<file path="src/rtl/dpll_pkg.sv">
// dpll_pkg: state encoding, default timing constants and step-to-code mapping
// shared by the DPLL lock controller and its frequency meter.
package dpll_pkg;
   localparam int WIN_CYCLES_DEF    = 1024;
   localparam int SETTLE_CYCLES_DEF = 64;
   localparam int LOCK_TOL_DEF      = 2;
   typedef enum logic [2:0] {S_IDLE, S_SETTLE, S_MEASURE, S_DECIDE, S_HOLD} state_t;
   function automatic logic [7:0] k_to_code(input logic [3:0] k);
      return {k, 4'h1};
   endfunction
endpackage

</file>
<file path="src/rtl/dpll_freq_meter.sv">
// dpll_freq_meter: counts rising edges of registered dco_fb over a WIN_CYCLES window
// opened by go; done is high in the last window cycle so cnt is final on the next edge.
module dpll_freq_meter #(
   parameter int WIN_CYCLES = 1024,
   parameter int CNT_W      = 12
) (
   input  logic             clk,
   input  logic             rst_n,
   input  logic             clr,
   input  logic             go,
   input  logic             dco_fb,
   output logic             done,
   output logic [CNT_W-1:0] cnt
);
   localparam int TW = $clog2(WIN_CYCLES + 1);
   logic          fb_q, fb_d, active, rise;
   logic [TW-1:0] timer;
   assign rise = fb_q & ~fb_d;
   assign done = active && timer == TW'(WIN_CYCLES - 1);
   always_ff @(posedge clk) begin
      if (!rst_n) begin
         fb_q   <= 1'b0;
         fb_d   <= 1'b0;
         active <= 1'b0;
         timer  <= '0;
         cnt    <= '0;
      end else begin
         fb_q <= dco_fb;
         fb_d <= fb_q;
         if (clr) begin
            active <= 1'b0;
            timer  <= '0;
            cnt    <= '0;
         end else if (go) begin
            active <= 1'b1;
            timer  <= '0;
            cnt    <= '0;
         end else if (active) begin
            active <= !done;
            timer  <= timer + 1'b1;
            if (rise && !(&cnt)) cnt <= cnt + 1'b1;
         end
      end
   end
endmodule

</file>
<file path="src/rtl/dpll_lock_ctrl.sv">
// dpll_lock_ctrl: DCO frequency acquisition by 4-bit SAR, then bang-bang tracking with lock detect.
// DPLL_LOCK_CTRL_TRACK_EN enables continuous tracking; otherwise one verdict window, then HOLD.
module dpll_lock_ctrl
   import dpll_pkg::*;
#(
   parameter int WIN_CYCLES    = WIN_CYCLES_DEF,
   parameter int SETTLE_CYCLES = SETTLE_CYCLES_DEF,
   parameter int CNT_W         = 12,
   parameter int LOCK_TOL      = LOCK_TOL_DEF,
   parameter int LOCK_CNT      = 4
) (
   input  logic             clk,
   input  logic             rst_n,
   input  logic             start,
   input  logic             stop,
   input  logic [CNT_W-1:0] target_cnt,
   input  logic             dco_fb,
   output logic             dco_en,
   output logic [7:0]       dco_code,
   output logic             busy,
   output logic             locked
);
   localparam int SW = $clog2(SETTLE_CYCLES + 1);
   localparam int GW = $clog2(LOCK_CNT + 1);
   localparam int EW = CNT_W + 1;
   localparam logic signed [CNT_W:0] TOL  = EW'(LOCK_TOL);
   localparam logic signed [CNT_W:0] NTOL = -TOL;
   state_t             state, state_n;
   logic [3:0]         k, k_n;
   logic [1:0]         b, b_n;
   logic               trk, trk_n, locked_n, en_n, go, done, in_tol;
   logic [CNT_W-1:0]   tgt, tgt_n, cnt;
   logic [GW-1:0]      good, good_n, good_inc;
   logic [SW-1:0]      scnt, scnt_n;
   logic signed [CNT_W:0] err;
   dpll_freq_meter #(.WIN_CYCLES(WIN_CYCLES), .CNT_W(CNT_W)) u_meter (
      .clk(clk), .rst_n(rst_n), .clr(stop), .go(go), .dco_fb(dco_fb), .done(done), .cnt(cnt)
   );
   assign busy     = state != S_IDLE;
   assign dco_code = k_to_code(k);
   always_comb begin
      state_n  = state;
      k_n      = k;
      b_n      = b;
      trk_n    = trk;
      tgt_n    = tgt;
      good_n   = good;
      locked_n = locked;
      en_n     = dco_en;
      scnt_n   = scnt;
      go       = 1'b0;
      err      = $signed({1'b0, cnt}) - $signed({1'b0, tgt});
      in_tol   = err <= TOL && err >= NTOL;
      good_inc = (good == GW'(LOCK_CNT)) ? good : good + 1'b1;
      case (state)
         S_IDLE: if (start) begin
            tgt_n   = target_cnt;
            k_n     = 4'd8;
            b_n     = 2'd3;
            trk_n   = 1'b0;
            en_n    = 1'b1;
            state_n = S_SETTLE;
         end
         S_SETTLE: begin
            scnt_n = scnt + 1'b1;
            if (scnt == SW'(SETTLE_CYCLES - 1)) begin
               scnt_n  = '0;
               go      = 1'b1;
               state_n = S_MEASURE;
            end
         end
         S_MEASURE: if (done) state_n = S_DECIDE;
         S_DECIDE: begin
            state_n = S_SETTLE;
            if (!trk) begin
               k_n = (cnt < tgt) ? k & ~(4'b1 << b) : k;
               if (b != 2'd0) begin
                  k_n = k_n | (4'b1 << (b - 2'd1));
                  b_n = b - 2'd1;
               end else trk_n = 1'b1;
            end else begin
               good_n = in_tol ? good_inc : '0;
`ifdef DPLL_LOCK_CTRL_TRACK_EN
               locked_n = in_tol && good_inc == GW'(LOCK_CNT);
               k_n      = in_tol ? k : (err > TOL) ? ((&k) ? k : k + 4'd1) : ((k == 4'd0) ? k : k - 4'd1);
`else
               locked_n = in_tol;
               state_n  = S_HOLD;
`endif
            end
         end
         default: ;
      endcase
      // stop overrides everything, including a start in the same cycle
      if (stop) begin
         state_n  = S_IDLE;
         k_n      = 4'd8;
         b_n      = 2'd3;
         trk_n    = 1'b0;
         good_n   = '0;
         locked_n = 1'b0;
         en_n     = 1'b0;
         scnt_n   = '0;
         go       = 1'b0;
      end
   end
   always_ff @(posedge clk) begin
      if (!rst_n) begin
         state  <= S_IDLE;
         k      <= 4'd8;
         b      <= 2'd3;
         trk    <= 1'b0;
         tgt    <= '0;
         good   <= '0;
         locked <= 1'b0;
         dco_en <= 1'b0;
         scnt   <= '0;
      end else begin
         state  <= state_n;
         k      <= k_n;
         b      <= b_n;
         trk    <= trk_n;
         tgt    <= tgt_n;
         good   <= good_n;
         locked <= locked_n;
         dco_en <= en_n;
         scnt   <= scnt_n;
      end
   end
endmodule

</file>
<file path="config.mk">
export PLATFORM = sky130hd
export DESIGN_NAME = dpll_lock_ctrl
export DESIGN_NICKNAME = d
export VERILOG_FILES = /design/src/rtl/dpll_pkg.sv /design/src/rtl/dpll_freq_meter.sv /design/src/rtl/dpll_lock_ctrl.sv
export SDC_FILE = /design/constraint.sdc
export NUM_CORES = 1
export LEC_CHECK = 0
export ABC_AREA = 1
export ABC_CLOCK_PERIOD_IN_PS = 5600
export BUFFER_PORTS_ARGS = -buffer_cell sky130_fd_sc_hd__buf_2
export CORE_MARGIN = 2
export CORE_UTILIZATION = 55
export CTS_CLUSTER_SIZE = 24
export DETAILED_ROUTE_END_ITERATION = 10
export GPL_ROUTABILITY_DRIVEN = 0
export PLACE_DENSITY = 0.76
export SETUP_SLACK_MARGIN = 0.02
export SYNTH_ARGS = -nofsm -noshare
export SYNTH_HDL_FRONTEND = slang
export SYNTH_SLANG_ARGS = --single-unit
</file>
<file path="constraint.sdc">
create_clock -name clk -period 5.6 [get_ports clk]
set_clock_uncertainty 0.15 [all_clocks]
set_input_delay 0.84 -clock clk [delete_from_list [all_inputs] [get_ports clk]]
set_output_delay 0.84 -clock clk [all_outputs]
set_load 0.03 [all_outputs]
</file>
==> flow_summary.yaml <==
detailed_routing:
  ant_nets: 0
  wl_per_cell_um: 11.6
  via_count: 3140
  drt-total-wl_um: 7050
  detail_route.vias_per_cell: 5.18
  first_pass_iters: 4
  drc: 0
  detail_route.iter0.violations: 111
floorplan:
  top_level_ports: 28
  rows: 28
  core_area_um2: 5990
  floorplan.die_area_um2: 6940
  start_util: 0.577
  fp.dieW_um: 83.3
  die_height_um: 83.3
clocking:
  holdBufCountCts: 0
  clock_pin_slew_worst_setup_and_hold_paths_ns: 0.08
  cts_num_sinks: 57
  total_cts_buffers: 9
  post_cts_resized: 0
  worst_skew_pair.late_latency_ns: 0.33
  cts_setup_buffers: 0
  cts-root-buf: "clkbuf_8"
  cts-root-to-sink-buffers: 2
  cts.htree.levels: 3
  tritoncts: "built"
synthesis:
  sequential_share_of_the_synthesized_area: 0.330
  post-synth-top-area-fraction: 0.330
  postSynth.topFlopCell: "dfxtp_1"
  synth_async_sr_flop_share: 0
  post_syn_area_um2: 3460
  synth-seq-cells: 57
  synth_commonest_cells: "nand2_1, inv_1, dfxtp_1"
  post_synthesis_cell_count: 500
  yosys_warnings: 0
  synth_enable_flop_cells: 0
  syn_area_per_cell_um2: 6.92
  yosysTopAreaCell: "dfxtp_1"
  yosys.cell_count.top_type: "nand2_1"
  synth_area_leaders: "dfxtp_1, nand2_1, inv_1"
  synthDistinctLibCells: 46
pwr:
  power_density_nw_per_um2: 258
  power_leakage_nw: 1.74
  power.switching_mw: 0.266
  totalPowerFinal_mw: 0.991
  ir_drop_mv: 0.269
  internal_power_mw: 0.724
  p_comb_frac: 0.135
  power.share.clock: 0.442
  netSwitchingFraction: 0.269
  seq_power_share: 0.423
setup_path:
  crit_path_max_incr_delay_ns: 0.32
  crit_path_end_kind: "flip-flop"
  worstPathArrival_ns: 2.58
  criticalPathCategory: "primary input to flip-flop"
  path_common_cell: "inv_1"
  timing.reg2reg.worst_path_depth: 16
  critPathRequiredTime_ns: 5.71
  rr_startpoint: "u_meter.cnt[0]"
  timing.critical_path.cells: "buf_2 -> inv_1 -> nor2_4 -> inv_1 -> nor2_2 -> inv_1 -> o21a_1 -> nor2_1"
  r2r_endpoint: "locked"
  crit_fanout: 20
  setup.reg_to_reg.worst_slack_ns: 3.24
  setup.worst_path.start_class: "primary input"
  crit_path_top_delay_cell: "inv_1"
run:
  cap_violations: 0
global_routing:
  grt_antenna_before_repair: 0
  grt_util_all_layers: 0.213
  grt_pass1_wl_um: 12400
  grt_pass1_vias: 2963
  grt_max_degree: 27
  grt_overflow_total: 0
worst_hold_path:
  min_to: "k[3]"
  worst_min_path_class: "flip-flop to flip-flop"
  worst_hold_startpoint: "k[3]"
  min_delay_path_depth: 2
final_layout:
  num_antenna_cells: 0
  nets: 563
  layout-area-overhead-vs-synth_pct: 11.2
  multiInputGateArea_um2: 1960
  final.fill_count: 545
  final_layout_size_suffix_gt1_frac: 0.151
  ff_latch_area_um2: 1140
timing:
  final-hold-violation-count: 0
  tightest_slew_ns: 0.730
  final_critical_path_setup_slack_ns: 3.14
  finalSetupViolations: 0
  finalCriticalPeriod_ns: 2.46
  fin_crit_sh: 0.440
  setup_repair_after_global_routing_missed_its_margin: "no"
  max_slew_margin: 0.512
  timing_max_transition_violations_final: 0
  final.setup.tns_ns: 0
  max_clock_freq_ghz: 0.406
placement:
  place.port_buffers: 23
  preCtsSetupSlack_ns: 2.81
  place.detailed.hpwl_um: 5430
outcome:
  outcome: "finished, final reports clean"
[metal layers]
metal  GRT usage  wire length [µm]  part of all wire  up-vias
met2       0.360              3310              0.47       36
li1            -                 -                 -     1663
met5           0                 0                 0        -
met1       0.271              3420              0.48     1431
met4      0.0820                89             0.013        0
met3      0.0368               227             0.032       10
[worst max-delay path by stage]
stage                               from               to  slack [ns]  depth (start not counted)
after CTS                          rst_n  u_meter.cnt[11]        3.14                          8
after floorplan           u_meter.cnt[0]           locked        3.48                         16
after global placement             rst_n  u_meter.cnt[11]        2.88                          8
final                              rst_n  u_meter.cnt[11]        3.14                          8
after detailed placement           rst_n  u_meter.cnt[11]        2.81                          8
after global routing               rst_n  u_meter.cnt[11]        2.99                          8
[worst max-delay path: cells and delay by family]
family	cells	cell delay, ns
and+or+nand+nor	3	0.57
buffers and inverters	4	0.88
AOI/OAI and AO/OA	1	0.28
[kinds of logic after synthesis]
family	Yosys count	synth area share
compound gates	80	0.131
xor+xnor	9	0.0228
fa+ha+maj	20	0.0745
buf+inv	91	0.105
flops	57	0.330
other cells	2	0.00217
simple gates	241	0.334
[registers in the layout, indices dropped and copies added (netlist names)]
| register | count |
|---|---|
| u_meter.fb_q | 1 |
| locked | 1 |
| u_meter.active | 1 |
| b | 2 |
| dco_en | 1 |
| u_meter.cnt | 12 |
| tgt | 12 |
| trk | 1 |
| u_meter.fb_d | 1 |
| k | 4 |
| state | 3 |
| u_meter.timer | 11 |
| scnt | 7 |
[power groups by stage]
stage / registers, mW / clock network, mW / logic [mW]
finish: 0.419 / 0.438 / 0.134
global route: 0.420 / 0.460 / 0.153
CTS: 0.419 / 0.444 / 0.133
detailed placement: 0.428 / 0 / 0.132
global placement: 0.428 / 0 / 0.129
floorplan: 0.429 / 0 / 0.107
[through the flow]
stage               std cells   util  hold WS (ns)  instance area, µm²
floorplan                 502      -         0.264                3470
finish                    606  0.642         0.309                3840
global placement          590  0.604         0.293                3620
CTS                       606  0.642         0.308                3840
global route              606  0.642         0.330                3840
detailed placement        590  0.604         0.290                3620
[final cells by class]
class | count | share of cell area
multi-input combinational | 354 | 0.510
sequential | 57 | 0.297
inverter | 81 | 0.0797
clock buffer | 10 | 0.0358
timing repair buffer | 23 | 0.0299
tap | 75 | 0.0244
clock inverter | 6 | 0.0234
[cell usage in the layout, fill, tap and decap left out, types with 5 or more instances in the layout]
master,n
ha_1,19
nand3_1,31
nor2_1,40
dfxtp_1,57
nand2_2,5
clkbuf_8,10
inv_1,70
inv_2,10
a21oi_1,38
xor2_1,7
nor3_1,8
buf_2,23
nand2_1,120
nand4_1,11
o21ai_0,20
Power figures use the tool's default switching activity.
